[config.mk]
export PLATFORM = sky130hd
export DESIGN_NAME = updown_counter_ctrl
export DESIGN_NICKNAME = d
export VERILOG_FILES = /design/src/rtl/updown_counter_ctrl.sv
export SDC_FILE = /design/constraint.sdc
export NUM_CORES = 1
export LEC_CHECK = 0
export BUFFER_PORTS_ARGS = -buffer_cell sky130_fd_sc_hd__clkbuf_2
export CORE_UTILIZATION = 35
export CTS_CLUSTER_SIZE = 16
export DETAILED_ROUTE_END_ITERATION = 10
export SLEW_MARGIN = 20
export SYNTH_ARGS = -nofsm -noshare
export SYNTH_HDL_FRONTEND = slang
export SYNTH_SLANG_ARGS = --single-unit
[constraint.sdc]
create_clock -name clk -period 3 [get_ports clk]
set_clock_uncertainty 0.2 [all_clocks]
set_input_delay 0.15 -clock clk [delete_from_list [all_inputs] [get_ports clk]]
set_output_delay 0.15 -clock clk [all_outputs]
set_load 0.02 [all_outputs]
[src/rtl/updown_counter_ctrl.sv]
// Command-driven sequencer for the 4-bit up/down bounce counter: bounds, mode, prescaled ticks.
// Optional sticky reversal/wrap interrupt (irq, irq_clr) is built only when UDC_REVERSAL_IRQ_EN is defined.
//
// state    | meaning
// IDLE  00 | stopped; LOAD applies configuration, START begins counting
// RUN   01 | prescaler advances while en=1, count moves on each tick
// PAUSE 10 | prescaler and count held; START resumes from held prescaler
module updown_counter_ctrl #(
    parameter int WIDTH = 4,
    parameter int DIV   = 100000000,
    parameter int DIV_W = 28
) (
    input  logic             clk,
    input  logic             rst,
    input  logic             en,
    input  logic             cmd_valid,
    output logic             cmd_ready,
    input  logic [1:0]       cmd_op,
    input  logic [WIDTH-1:0] cmd_lo,
    input  logic [WIDTH-1:0] cmd_hi,
    input  logic             cmd_wrap,
    input  logic             cmd_dir,
    output logic [WIDTH-1:0] count,
    output logic             dir,
    output logic             tick,
    output logic [1:0]       state_o,
`ifdef UDC_REVERSAL_IRQ_EN
    output logic             irq,
    input  logic             irq_clr,
`endif
    output logic             cmd_err
);

    typedef enum logic [1:0] {
        ST_IDLE  = 2'b00,
        ST_RUN   = 2'b01,
        ST_PAUSE = 2'b10
    } state_t;

    localparam logic [1:0] OP_STOP  = 2'b00;
    localparam logic [1:0] OP_START = 2'b01;
    localparam logic [1:0] OP_PAUSE = 2'b10;
    localparam logic [1:0] OP_LOAD  = 2'b11;

    localparam logic [DIV_W-1:0] PRESC_MAX = DIV_W'(DIV - 1);
    localparam logic [WIDTH-1:0] ONE       = WIDTH'(1);

    state_t             state_q, state_d;
    logic [WIDTH-1:0]   count_q, count_d;
    logic [WIDTH-1:0]   lo_q, lo_d;
    logic [WIDTH-1:0]   hi_q, hi_d;
    logic               dir_q, dir_d;
    logic               cfg_dir_q, cfg_dir_d;
    logic               wrap_q, wrap_d;
    logic [DIV_W-1:0]   presc_q, presc_d;
    logic               cmd_ready_q, cmd_ready_d;
    logic               cmd_err_q, cmd_err_d;

    logic               accept;
    logic               load_ok;
    logic               presc_run;
    logic               tick_due;
    logic               tick_ok;
    logic               turn;

    assign accept    = cmd_valid & cmd_ready_q;
    assign load_ok   = (cmd_lo <= cmd_hi);
    assign presc_run = (state_q == ST_RUN) && en;
    assign tick_due  = presc_run && (presc_q == PRESC_MAX);

    // A STOP or PAUSE landing on the tick edge takes priority and swallows the update.
    assign tick_ok = tick_due &&
                     !(accept && ((cmd_op == OP_STOP) || (cmd_op == OP_PAUSE)));

    always_comb begin
        state_d     = state_q;
        count_d     = count_q;
        lo_d        = lo_q;
        hi_d        = hi_q;
        dir_d       = dir_q;
        cfg_dir_d   = cfg_dir_q;
        wrap_d      = wrap_q;
        presc_d     = presc_q;
        cmd_ready_d = ~accept;
        cmd_err_d   = 1'b0;
        turn        = 1'b0;

        if (presc_run) begin
            presc_d = tick_due ? '0 : presc_q + DIV_W'(1);
        end

        if (tick_ok) begin
            if (lo_q == hi_q) begin
                count_d = lo_q;
            end else if (wrap_q) begin
                if (dir_q) begin
                    if (count_q >= hi_q) begin
                        count_d = lo_q;
                        turn    = 1'b1;
                    end else begin
                        count_d = count_q + ONE;
                    end
                end else begin
                    if (count_q <= lo_q) begin
                        count_d = hi_q;
                        turn    = 1'b1;
                    end else begin
                        count_d = count_q - ONE;
                    end
                end
            end else begin
                // Bounce: at a bound reverse and step one inside, so [lo,hi] is never left.
                if (dir_q) begin
                    if (count_q >= hi_q) begin
                        dir_d   = 1'b0;
                        count_d = hi_q - ONE;
                        turn    = 1'b1;
                    end else begin
                        count_d = count_q + ONE;
                    end
                end else begin
                    if (count_q <= lo_q) begin
                        dir_d   = 1'b1;
                        count_d = lo_q + ONE;
                        turn    = 1'b1;
                    end else begin
                        count_d = count_q - ONE;
                    end
                end
            end
        end

        if (accept) begin
            if (cmd_op == OP_STOP) begin
                state_d = ST_IDLE;
                count_d = lo_q;
                dir_d   = cfg_dir_q;
                presc_d = '0;
            end else begin
                case (state_q)
                    ST_IDLE: begin
                        case (cmd_op)
                            OP_START: begin
                                state_d = ST_RUN;
                                presc_d = '0;
                            end
                            OP_LOAD: begin
                                if (load_ok) begin
                                    lo_d      = cmd_lo;
                                    hi_d      = cmd_hi;
                                    wrap_d    = cmd_wrap;
                                    cfg_dir_d = cmd_dir;
                                    dir_d     = cmd_dir;
                                    count_d   = cmd_lo;
                                    presc_d   = '0;
                                end else begin
                                    cmd_err_d = 1'b1;
                                end
                            end
                            default: cmd_err_d = 1'b1;
                        endcase
                    end
                    ST_RUN: begin
                        case (cmd_op)
                            OP_PAUSE: state_d   = ST_PAUSE;
                            OP_LOAD:  cmd_err_d = 1'b1;
                            default:  ;
                        endcase
                    end
                    ST_PAUSE: begin
                        case (cmd_op)
                            OP_START: state_d   = ST_RUN;
                            OP_LOAD:  cmd_err_d = 1'b1;
                            default:  ;
                        endcase
                    end
                    default: begin
                        state_d = ST_IDLE;
                    end
                endcase
            end
        end
    end

    always_ff @(posedge clk) begin
        if (rst) begin
            state_q     <= ST_IDLE;
            count_q     <= '0;
            lo_q        <= '0;
            hi_q        <= '1;
            dir_q       <= 1'b1;
            cfg_dir_q   <= 1'b1;
            wrap_q      <= 1'b0;
            presc_q     <= '0;
            cmd_ready_q <= 1'b1;
            cmd_err_q   <= 1'b0;
        end else begin
            state_q     <= state_d;
            count_q     <= count_d;
            lo_q        <= lo_d;
            hi_q        <= hi_d;
            dir_q       <= dir_d;
            cfg_dir_q   <= cfg_dir_d;
            wrap_q      <= wrap_d;
            presc_q     <= presc_d;
            cmd_ready_q <= cmd_ready_d;
            cmd_err_q   <= cmd_err_d;
        end
    end

`ifdef UDC_REVERSAL_IRQ_EN
    logic irq_q;

    // Set has priority over a same-cycle clear.
    always_ff @(posedge clk) begin
        if (rst) begin
            irq_q <= 1'b0;
        end else if (tick_ok && turn) begin
            irq_q <= 1'b1;
        end else if (irq_clr) begin
            irq_q <= 1'b0;
        end
    end

    assign irq = irq_q;
`endif

    assign cmd_ready = cmd_ready_q;
    assign cmd_err   = cmd_err_q;
    assign count     = count_q;
    assign dir       = dir_q;
    assign tick      = tick_ok;
    assign state_o   = state_q;

endmodule

Word-level counts from Yosys, hierarchy flattened --
Index checks and enable logic that the tools add are counted.
Word-level totals: flip-flop bits (word level) 47, input bits 16, output and inout bits 10, logic and storage cells 83
Operators by class: $add $sub $neg 5, $lt $le $gt $ge 3, eq/ne operators 9, mux-type cells 40, bitwise gates (word level) 3, reductions and logical operators 13
Operators with widths (count):
- $mux W28 | 6
- $mux W4 | 14
- $pmux W28 S2 | 1
- $add A28 B1 Y28 const B | 1
- $eq A28 B27 Y1 const B | 1
- $mux W1 | 13
- $add A4 B1 Y4 const B | 2
- $le A4 B4 Y1 | 2
- $sub A4 B1 Y4 const B | 2
- $eq A2 B2 Y1 const B | 3
- $mux W2 | 3
- $ne A3 B1 Y1 const B | 2
- $reduce_and A5 Y1 | 1
- $eq A2 B1 Y1 const B | 2
- $eq A4 B4 Y1 | 1
- $ge A4 B4 Y1 | 1
- $logic_and A1 B1 Y1 | 4
- $logic_not A2 Y1 | 2
- $pmux W1 S2 | 2
- $pmux W2 S2 | 1
- $reduce_or A2 Y1 | 2
- $reduce_and A3 Y1 | 1
- $reduce_or A3 Y1 | 1
- $not A1 Y1 | 2
- 3 further kinds | 3

Longest topological paths before layout --
word-level depth 11, depth in mapped cells 9, mapped depth without buffers 8

Worst setup path after synthesis --
Ideal clock, no wire load.
path type register -> register, start reg count_q[0] (netlist: count[0]), end reg count_q[2] (netlist: count[2]), library setup time 116 ps, data arrival time 2684 ps, data required time 2684 ps, path slack -1 ps, cell stages (with the launch flop) 9, buffers on the path 0, period minus slack after synthesis 3001 ps, path through dfxtp_1 > inv_1 > ha_1 > nand2b_1 > a2111oi_0 > nor2_1 > mux2i_1 > a211o_1 > a41o_1
On the way: longest elaborated chain between the ends 11, elaborated cells on any way between the ends 18, those cells by class add/sub (2); order compare (2); mux (14)
RTL lines:
- from (decl) | RTL line 49 | logic [WIDTH-1:0] count_q, count_d;
- from (signal assigned) | RTL line 199 | count_q <= count_d;
- $sub A4 B1 Y4 (tied with other cells) | RTL line 108, 127
- $mux W4 (on tied branches)
- $mux W4 (on tied branches) | RTL line 113, 96
- $mux W4 (*) | RTL line 95 | end else if (wrap_q) begin
- $mux W4 (*) | RTL line 93 | if (lo_q == hi_q) begin
- $mux W4 (*) | RTL line 92 | if (tick_ok) begin
- $mux W4 | RTL line 148 | if (load_ok) begin
- $mux W4 | RTL line 142 | case (cmd_op)
- $mux W4 | RTL line 140 | case (state_q)
- $mux W4 | RTL line 134 | if (cmd_op == OP_STOP) begin
- $mux W4 (*) | RTL line 133 | if (accept) begin
Every way passes the cells marked *; elsewhere a longest branch is shown, timed or not. A chain may end at the register's enable or synchronous reset.

Worst setup path in the final report --
start reg state_q[0] (netlist: state_o[0]), end out tick
On the way: longest elaborated chain between the ends 4
RTL lines:
- from (decl) | RTL line 48 | state_t state_q, state_d;
- from (signal assigned) | RTL line 198 | state_q <= state_d;
- $eq A2 B1 Y1 | RTL line 68 | assign presc_run = (state_q == ST_RUN) && en;
- $logic_and A1 B1 Y1 | RTL line 68
- $logic_and A1 B1 Y1 | RTL line 69 | assign tick_due = presc_run && (presc_q == PRESC_MAX);
- $logic_and A1 B1 Y1 | RTL line 72 | assign tick_ok = tick_due &&
- to (decl) | RTL line 25 | output logic tick,
No other way between the ends.

==> results.md <==
- Final total power: 1430 uW
- RSZ-0062 raised after global routing: no
- Synth area leaders: dfxtp_1 31%, ha_1 8.7%, xor2_1 6.7%
- Outcome: completed
- Fraction of layout cells with a size suffix above 1: 0.127
- Crit start category: flop
- Post-synth EDFFs: 0
- Fill count: 869
- Max Freq: 361 MHz
- Die width: 95.0 microns
- Setup Buffers After CTS: 0
- Slew margin rel.: 0.516
- Leak pwr: 0.00137 uW
- Post-DP HPWL: 5800 microns
- Most common cell in the netlist: nor2_1
- Gr busiest metal: met2
- DRT antenna net count: 0
- Resized cells post-CTS: 0
- Post-synth top flop: dfxtp_1
- M3 GR Usage: 0.0207
- Vias in the first global route: 2784
- CP Capture Type: output pin
- CTS tree: done
- H-tree depth: 2
- Area growth syn-to-layout: 17.7%
- Skew-Pair Late Insertion Delay: 300 ps
- Critical path class: reg -> out
- Drt first pass iters: 4
- Longest Clk Path Bufs: 2
- First-pass GRT wire length: 13200 microns
- # rows: 33
- PortBufs: 25
- CP peak stage delay: 510 ps
- Reg-to-reg slack, setup: 310 ps
- Top cell type's share of synthesized area: 0.311
- Crit path cell chain: ha_1 > nand4_1 > or3_1 > or3_1 > nor2_1 > clkbuf_2
- Starting Density: 0.365
- I/O pin count: 26
- Die ar.: 9030 sq um
- GR met1 Demand/Resource: 0.255
- Core ar.: 8300 sq um
- TritonCTS Buffers: 5
- Buffers & Inverters on Critical Path: 1
- Setup TNS: 0 ps
- Crit path max fanout: 5
- Final core occ: 0.430
- Vias per cell: 5.40
- Routability cong.: 0.865
- Root buffer cell: clkbuf_8
- Distinct cells, synth: 58
- Total of max-cap violations: 0
- Tot GR Track Use: 0.186
- Synth area leader: dfxtp_1
- Critical Path Slowest Stage Cell: or3_1
- ANT cells: 0
- CTS clk-pin slew, worst paths: 90 ps
- Antenna violations before repair: 0
- Critical Path AT: 2420 ps
- Wire per inst: 14.7 microns
- Top cells by count, synth: 51 x nor2_1, 47 x dfxtp_1, 40 x nand2_1
- DR iter-0 viols: 116
- Cell Area, Synth: 3030 sq um
- Min Tclk post-route: 2770 ps
- DR vias: 2856
- Synth warn: 0
- Die span in y: 95.0 microns
- Most Frequent Cell on Critical Path: or3_1
- Hold Path Class: in -> reg
- Seq/Total Area, Yosys: 0.311
- Tightest Pin Transition: 726 ps
- Cells after synthesis: 381
- Post-synth ARST share: 0
- Cell family with most CP delay: simple AND/OR/NAND/NOR gates
- GR Util met2: 0.303
- Final Setup Violations: 0
- Clock sinks: 47
- Largest net degree at the start of global routing: 26
- Final Hold Viols: 0
- Syn Area/Cell: 7.95 sq um
- Fin crit share: 0.924
- Final WL: 7780 microns
- Syn_nets: 418
- WP data required: 2650 ps
- Post-synthesis register bit count: 47
- Pwr/cell area: 402 nW/um^2
- Final nets: 460
- Slew Viols, Final: 0
- GRT overflow: 0
- # DRC: 0
- Worst vdd ir: 0.290 mV
==> power breakdown <==
group	internal, uW	switching, uW
clock network	332	227
logic	91.1	135
registers	634	15.1
total	1060	377
==> sequential cells by signal (all words and copies together) (netlist names) <==
name / flops
cmd_err: 1
lo_q: 4
state_o: 2
hi_q: 4
dir: 1
cfg_dir_q: 1
cmd_ready: 1
wrap_q: 1
presc_q: 28
count: 4
==> metrics by stage <==
stage / std cells / cell area (sq um) / worst slack [ps] / hold slack [ps]
after floorplan: 381 / 3030 / 135 / 74.2
after global placement: 510 / 3320 / 372 / 187
after detailed placement: 510 / 3320 / 311 / 198
after CTS: 529 / 3560 / 193 / 41.9
after global routing: 529 / 3560 / 84.8 / 79.3
final: 529 / 3560 / 229 / 59.0
==> what timing repair did <==
| item | in CTS | in global routing |
|---|---|---|
| hold endpoints to repair | 12 | 0 |
| endpoints found under the setup margin | 0 | 0 |
| hold buffers | 11 | 0 |
==> layer usage <==
metal | wire length [microns] | up-vias
li1 | - | 1436
met1 | 3810 | 1357
met2 | 3600 | 51
met3 | 244 | 12
met4 | 127 | 0
met5 | 0 | -
==> logic make-up (layout without fill, tap and decap cells) <==
kind of cell / count (synthesis) / in the layout / share of synthesized area
AOI/OAI and AO/OA: 80 / 80 / 0.175
DFF: 47 / 47 / 0.311
xor gates and xnor gates: 38 / 38 / 0.110
muxes: 4 / 4 / 0.0136
and+or+nand+nor: 159 / 159 / 0.264
adders and majority gates: 21 / 21 / 0.0867
buffers and inverters: 32 / 75 / 0.0405
==> final timing paths <==
| path | to | cells after the start | from |
|---|---|---|---|
| setup reg to reg | count[0] | 5 | presc_q[8] |
| hold reg to reg | presc_q[1] | 2 | presc_q[1] |
| hold / removal | wrap_q | 2 | rst |
| setup / recovery | tick | 6 | state_o[0] |
==> area by class of cell <==
type                    count  area (sq um)  share of cell area
clock inverters             3          67.6              0.0190
inverters                  21          78.8              0.0221
flip-flops and latches     47           941               0.264
well taps                 105           131              0.0369
multi-input cells         302          1970               0.552
repair buffers             46           310              0.0870
clock buffers               5          68.8              0.0193
==> placed cells by master, fill, tap and decap left out, types with 2 or more instances in the layout <==
cell	Yosys	layout
nor4_1	3	3
or2_2	2	2
clkbuf_2	0	25
nor2b_1	3	3
and4_1	5	5
or3_1	4	4
inv_1	20	20
nor3_1	5	5
clkbuf_8	0	5
a21oi_1	24	24
o21a_1	2	2
dlygate4sd3_1	0	11
nand4_1	8	8
bufinv_16	0	2
a22oi_1	4	4
and3_1	3	3
nand3b_1	3	3
nand3_1	17	17
o21ai_0	15	15
a21o_1	2	2
nor2_1	51	51
mux2i_1	3	3
nand2_1	40	40
a211oi_1	7	7
buf_4	0	10
dfxtp_1	47	47
and2_1	3	3
o211ai_1	6	6
xnor2_1	15	15
o22ai_1	3	3
ha_1	21	21
xor2_1	23	23
nor4b_1	2	2
Power figures use the tool's default switching activity.
